<file path="config.mk">
export PLATFORM = sky130hd
export DESIGN_NAME = aes_capture_buffer
export DESIGN_NICKNAME = d
export VERILOG_FILES = /design/src/rtl/aes_cap_pkg.sv /design/src/rtl/aes_capture_buffer_ram.sv /design/src/rtl/aes_capture_buffer.sv
export SDC_FILE = /design/constraint.sdc
export NUM_CORES = 2
export LEC_CHECK = 0
export CORE_UTILIZATION = 24
export CTS_CLUSTER_SIZE = 28
export DETAILED_ROUTE_END_ITERATION = 10
export REMOVE_ABC_BUFFERS = 1
export SLEW_MARGIN = 20
export SYNTH_ARGS = -nofsm -noshare
export SYNTH_HDL_FRONTEND = slang
export SYNTH_SLANG_ARGS = --single-unit
</file>
<file path="constraint.sdc">
create_clock -name clk_i -period 25.2 [get_ports clk_i]
set_input_delay 5.04 -clock clk_i [delete_from_list [all_inputs] [get_ports clk_i]]
set_output_delay 5.04 -clock clk_i [all_outputs]
set_load 0.01 [all_outputs]
</file>
<file path="src/rtl/aes_cap_pkg.sv">
// Shared constants and types for the AES capture harness.
package aes_cap_pkg;

  localparam int unsigned AES_WIDTH      = 128;
  localparam int unsigned AES128_LATENCY = 21;

  typedef enum logic {
    MODE_ONESHOT = 1'b0,
    MODE_RING    = 1'b1
  } cap_mode_e;

endpackage

</file>
<file path="src/rtl/aes_capture_buffer_ram.sv">
// Simple dual-port capture RAM: one write port, one registered read port, read-old-data.
module aes_capture_buffer_ram
  import aes_cap_pkg::*;
#(
  parameter int unsigned WIDTH = AES_WIDTH,
  parameter int unsigned DEPTH = 16,
  localparam int unsigned AW   = $clog2(DEPTH)
) (
  input  logic             clk_i,
  input  logic             rst_i,
  input  logic             we_i,
  input  logic [AW-1:0]    waddr_i,
  input  logic [WIDTH-1:0] wdata_i,
  input  logic             re_i,
  input  logic [AW-1:0]    raddr_i,
  output logic [WIDTH-1:0] rdata_o
);

  logic [WIDTH-1:0] mem_q [DEPTH];
  logic [WIDTH-1:0] rdata_q;

  // Contents are deliberately not reset so the array maps onto block RAM.
  always_ff @(posedge clk_i) begin
    if (we_i) begin
      mem_q[waddr_i] <= wdata_i;
    end
  end

  always_ff @(posedge clk_i or posedge rst_i) begin
    if (rst_i) begin
      rdata_q <= '0;
    end else if (re_i) begin
      rdata_q <= mem_q[raddr_i];
    end
  end

  assign rdata_o = rdata_q;

endmodule

</file>
<file path="src/rtl/aes_capture_buffer.sv">
// Capture harness around a pipelined AES-128 core: registers requests, tracks them through
// the core latency with a tag shifter and stores results in a oneshot/ring readback buffer.
module aes_capture_buffer
  import aes_cap_pkg::*;
#(
  parameter int unsigned WIDTH       = AES_WIDTH,
  parameter int unsigned DEPTH       = 16,
  parameter int unsigned AES_LATENCY = AES128_LATENCY,
  localparam int unsigned AW         = $clog2(DEPTH)
) (
  input  logic             clk_i,
  input  logic             rst_i,
  input  logic             in_valid_i,
  input  logic [WIDTH-1:0] in_state_i,
  input  logic [WIDTH-1:0] in_key_i,
  output logic [WIDTH-1:0] aes_state_o,
  output logic [WIDTH-1:0] aes_key_o,
  input  logic [WIDTH-1:0] aes_out_i,
  input  logic             mode_i,
  input  logic             clear_i,
  input  logic             rd_en_i,
  input  logic [AW-1:0]    rd_addr_i,
  output logic [WIDTH-1:0] rd_data_o,
  output logic             rd_valid_o,
  output logic [AW:0]      count_o,
  output logic             full_o,
  output logic             overflow_o
);

  localparam logic [AW:0] DepthCnt = (AW + 1)'(DEPTH);

  logic [WIDTH-1:0]       state_q, key_q;
  logic                   vld_q;
  logic [AES_LATENCY-1:0] tag_q, tag_d;
  logic [AW-1:0]          wr_ptr_q, wr_ptr_d;
  logic [AW-1:0]          rd_base_q, rd_base_d;
  logic [AW:0]            count_q, count_d;
  logic                   ovf_q, ovf_d;
  logic                   rd_valid_q;
  logic                   capture, full, wr_en;
  logic [AW-1:0]          raddr;
  cap_mode_e              mode;

  assign mode    = cap_mode_e'(mode_i);
  assign full    = (count_q == DepthCnt);
  assign capture = tag_q[AES_LATENCY-1];
  assign raddr   = rd_base_q + rd_addr_i;

  always_comb begin
    tag_d     = {tag_q[AES_LATENCY-2:0], vld_q};
    wr_en     = 1'b0;
    wr_ptr_d  = wr_ptr_q;
    rd_base_d = rd_base_q;
    count_d   = count_q;
    ovf_d     = ovf_q;
    // Clear wins over a same-cycle capture; a request accepted this cycle lives on in vld_q.
    if (clear_i) begin
      tag_d     = '0;
      wr_ptr_d  = '0;
      rd_base_d = '0;
      count_d   = '0;
      ovf_d     = 1'b0;
    end else if (capture) begin
      if (!full) begin
        wr_en    = 1'b1;
        wr_ptr_d = wr_ptr_q + AW'(1);
        count_d  = count_q + 1'b1;
      end else begin
        ovf_d = 1'b1;
        if (mode == MODE_RING) begin
          wr_en     = 1'b1;
          wr_ptr_d  = wr_ptr_q + AW'(1);
          rd_base_d = rd_base_q + AW'(1);
        end
      end
    end
  end

  always_ff @(posedge clk_i or posedge rst_i) begin
    if (rst_i) begin
      state_q    <= '0;
      key_q      <= '0;
      vld_q      <= 1'b0;
      tag_q      <= '0;
      wr_ptr_q   <= '0;
      rd_base_q  <= '0;
      count_q    <= '0;
      ovf_q      <= 1'b0;
      rd_valid_q <= 1'b0;
    end else begin
      if (in_valid_i) begin
        state_q <= in_state_i;
        key_q   <= in_key_i;
      end
      vld_q      <= in_valid_i;
      tag_q      <= tag_d;
      wr_ptr_q   <= wr_ptr_d;
      rd_base_q  <= rd_base_d;
      count_q    <= count_d;
      ovf_q      <= ovf_d;
      rd_valid_q <= rd_en_i;
    end
  end

  aes_capture_buffer_ram #(
    .WIDTH(WIDTH),
    .DEPTH(DEPTH)
  ) u_ram (
    .clk_i  (clk_i),
    .rst_i  (rst_i),
    .we_i   (wr_en),
    .waddr_i(wr_ptr_q),
    .wdata_i(aes_out_i),
    .re_i   (rd_en_i),
    .raddr_i(raddr),
    .rdata_o(rd_data_o)
  );

  assign aes_state_o = state_q;
  assign aes_key_o   = key_q;
  assign rd_valid_o  = rd_valid_q;
  assign count_o     = count_q;
  assign full_o      = full;
  assign overflow_o  = ovf_q;

endmodule

</file>
==> reports/qor.yml <==
global_routing:
  grt_util_met2: 0.251
  fraction_of_met3_tracks_used_by_global_routing: 0.0358
  grt_start_max_net_pins: 100
  grt_pass1_wl_mm: 386
  grt.busiest_layer: "met2"
  initial_antenna_violation_count: 60
  via_count_of_the_first_global_routing_pass: 47000
  groute.layer.met1.usage: 0.160
  gr-total-overflow: 0
  grtUsageTotal: 0.140
floorplanning:
  die_height_um: 623
  initial_core_util: 0.242
  floorplan.core_area_um2: 383000
  die_width_um: 623
  row_count: 227
  top_level_ports: 786
  die_area_um2: 388000
pwr:
  cellLeakagePower_uw: 0.0381
  power_density_nw_per_um2: 79.4
  share_comb_of_total_power: 0.069
  cellInternalPower_uw: 7130
  power.share.sequential: 0.496
  switching_share: 0.224
  power.switching_uw: 2050
  irDropWorstVdd_v: 0.0000477
  post-layout-total-power_uw: 9180
  power.share.clock: 0.436
critical_path:
  worst_setup_path_endpoint: "u_ram.rdata_o[67]$_DFFE_PP0P_"
  timing.rr.start: "rd_base_q[0]$_DFFE_PP0P_"
  crit_path_max_fanout: 69
  crit_path_start_kind: "primary input"
  worst-path-buf-inv: 6
  r2r_cells: 10
  critical-path-max-stage-delay_ns: 1.41
  end_kind: "register"
  crit_cells: 11
  critical-path-top-cell-by-count: "buf_4"
  timing.setup.critical_path_class: "in2reg"
  timing.reg2reg.setup_slack_ns: 18.29
  path_cells: "clkdlybuf4s50_1, ha_4, fa_4, buf_4, buf_4, buf_4, buf_4, buf_4, mux4_2, mux2i_1, o221ai_1"
  worstPathArrival_ns: 11.74
  critPathTopFamily: "buffers and inverters"
  critical-path-slowest-cell: "fa_4"
  startpoint: "rd_addr_i[0]"
  worstPathRequired_ns: 25.89
  reg2reg_to: "u_ram.rdata_o[67]$_DFFE_PP0P_"
logic_synthesis:
  async_flop_share: 0.171
  synth_area_um2: 92600
  post_synthesis_share_of_cell_area_spent_on_full_adders_half_adders_and_majority_gates: 0.00157
  share_of_the_yosys_chip_area_belonging_to_registers: 0.778
  postSynthAreaPerCell_um2: 22.7
  synth.area.mux_share: 0.184
  number_of_synthesized_register_bits: 2469
  yosys.area_share.simple: 0.00923
  netlist_instances: 4082
  ys_types: 33
  synth_compound_gate_area_share: 0.0127
  dominant_combinational_cell_family_by_area_after_synthesis: "multiplexers"
  synth-main-ff-cell: "edfxtp_1"
  synth-edff-count: 2048
  synthXorXnorAreaFrac: 0.00114
  syn_warnings: 0
clock_tree:
  tritoncts: "yes"
  cts_clk_pin_slew_worst_paths_ns: 0.06
  cts.path.max_buffers: 4
  postCtsSetupRepairBufs: 0
  clock_insertion_delay_worst_skew_ns: 0.89
  clk_root_buffer_cell: "clkbuf_16"
  htree_levels: 5
  post_cts.resized_instances: 0
  cts_bufs_inserted: 276
  clkSinkCount: 2469
  ctsHoldBuffers: 0
timing:
  slew-limit-headroom: 0.254
  min_period_ns: 11.04
  period_share: 0.438
  timing_worst_slew_pin_value_ns: 1.12
  setup_viol: 0
  hold_violations: 0
  finalWorstSetupSlack_ns: 14.16
  rsz0062_at_grt: "no"
  fin_worst_skew_ns: 0.0704
  final_max_slew_viol_count: 0
  fmax_ghz: 0.0905
  holdWs_ns: 0.463
finish:
  num-nets-final: 5438
  layout.cells.most_common: "edfxtp_1"
  stdcell_area_um2: 116000
  mostFrequentLayoutCells: "2048 x edfxtp_1, 784 x clkdlybuf4s50_1, 512 x mux4_2, 421 x dfrtp_1, 284 x clkbuf_16"
  fraction_of_layout_instances_using_a_drive_strength_above_1: 0.247
  synthToLayoutAreaGrowth_pct: 24.9
drt:
  detail_route.vias_per_cell: 4.40
  drt_iter0_markers: 3793
  drcViolationCount: 0
  routed_wl_mm: 281
  detail-route-antenna-nets: 0
  dr.pass1.iters: 5
  via_count: 45400
  wl_per_cell_um: 27.2
run_status:
  run_status: "finished, final reports clean"
place:
  place_ws_ns: 13.19
  dp.final_hpwl_mm: 173
  port_buffers: 785
  post_place_instance_area_um2: 107000
  gpl.final_weighted_congestion: 0.883
min_path:
  worst_hold_path_type: "reg2reg"
job:
  cap_viol_max_count: 0
layout make-up:
type,count,area [um^2]
well taps,5038,6300
clock buffers,381,7710
clock inverters,114,1270
repair buffers,894,8740
multi-input cells,1385,19500
inverters,7,38.8
diodes,25,62.6
fillers,36800,268000
flip-flops and latches,2469,72000
metal layers:
layer	up-vias	part of all wire
met5	-	0.00097
met4	42	0.037
met3	428	0.070
met2	1574	0.52
met1	24400	0.37
li1	18900	-
per-stage QoR:
step	util	setup TNS (ns)	instances
4_1_cts	0.302	0	10300
6_report	0.302	0	10300
3_5_place_dp	0.278	0	9793
2_1_floorplan	-	-126.86	3861
5_1_grt	0.302	0	10300
3_3_place_gp	0.278	0	9793
cell families after synthesis:
logic type,after synthesis
AO/OA/AOI/OAI,136
XOR/XNOR,12
adder cells (fa/ha/maj),11
buffers and inverters,228
flip-flops,2469
multiplexers,1028
AND/OR/NAND/NOR,198
power groups by stage:
stage | registers (uW) | clock network (uW) | logic [uW]
finish | 4550 | 4000 | 630
global route | 4560 | 4250 | 669
CTS | 4560 | 4110 | 645
detailed placement | 4640 | 0 | 643
global placement | 4640 | 0 | 636
floorplan | 4640 | 0 | 402
cells in the mapped netlist (7+ instances only):
master	number	area share
buf_2	83	0.0045
buf_4	33	0.0027
buf_6	23	0.0028
clkbuf_1	80	0.0032
dfrtp_1	421	0.11
edfxtp_1	2048	0.66
ha_1	10	0.0014
inv_1	7	0.00028
mux2_2	256	0.031
mux2i_1	260	0.028
mux4_2	512	0.12
nand2_1	130	0.0053
nor2_1	26	0.0011
nor2b_1	21	0.0014
o221ai_1	128	0.012
xor2_1	10	0.00095
registers in the layout, summed over array words and instances (netlist names):
name	cells
vld_q	1
count_o	5
u_ram.mem_q	2048
tag_q	21
rd_valid_o	1
u_ram.rdata_o	128
wr_ptr_q	4
rd_base_q	4
aes_state_o	128
overflow_o	1
aes_key_o	128
how the worst min path moves through the flow:
stage                        start                   to  slack, ns  depth (start not counted)
2_1_floorplan      vld_q$_DFF_PP0_   tag_q[0]$_DFF_PP0_       0.44                          1
3_3_place_gp    tag_q[5]$_DFF_PP0_   tag_q[6]$_DFF_PP0_       0.45                          1
3_5_place_dp   tag_q[11]$_DFF_PP0_  tag_q[12]$_DFF_PP0_       0.45                          1
4_1_cts        tag_q[16]$_DFF_PP0_  tag_q[17]$_DFF_PP0_       0.46                          1
5_1_grt         tag_q[3]$_DFF_PP0_   tag_q[4]$_DFF_PP0_       0.49                          1
6_report        tag_q[6]$_DFF_PP0_   tag_q[7]$_DFF_PP0_       0.46                          1
(Power assumes the default switching activity.)
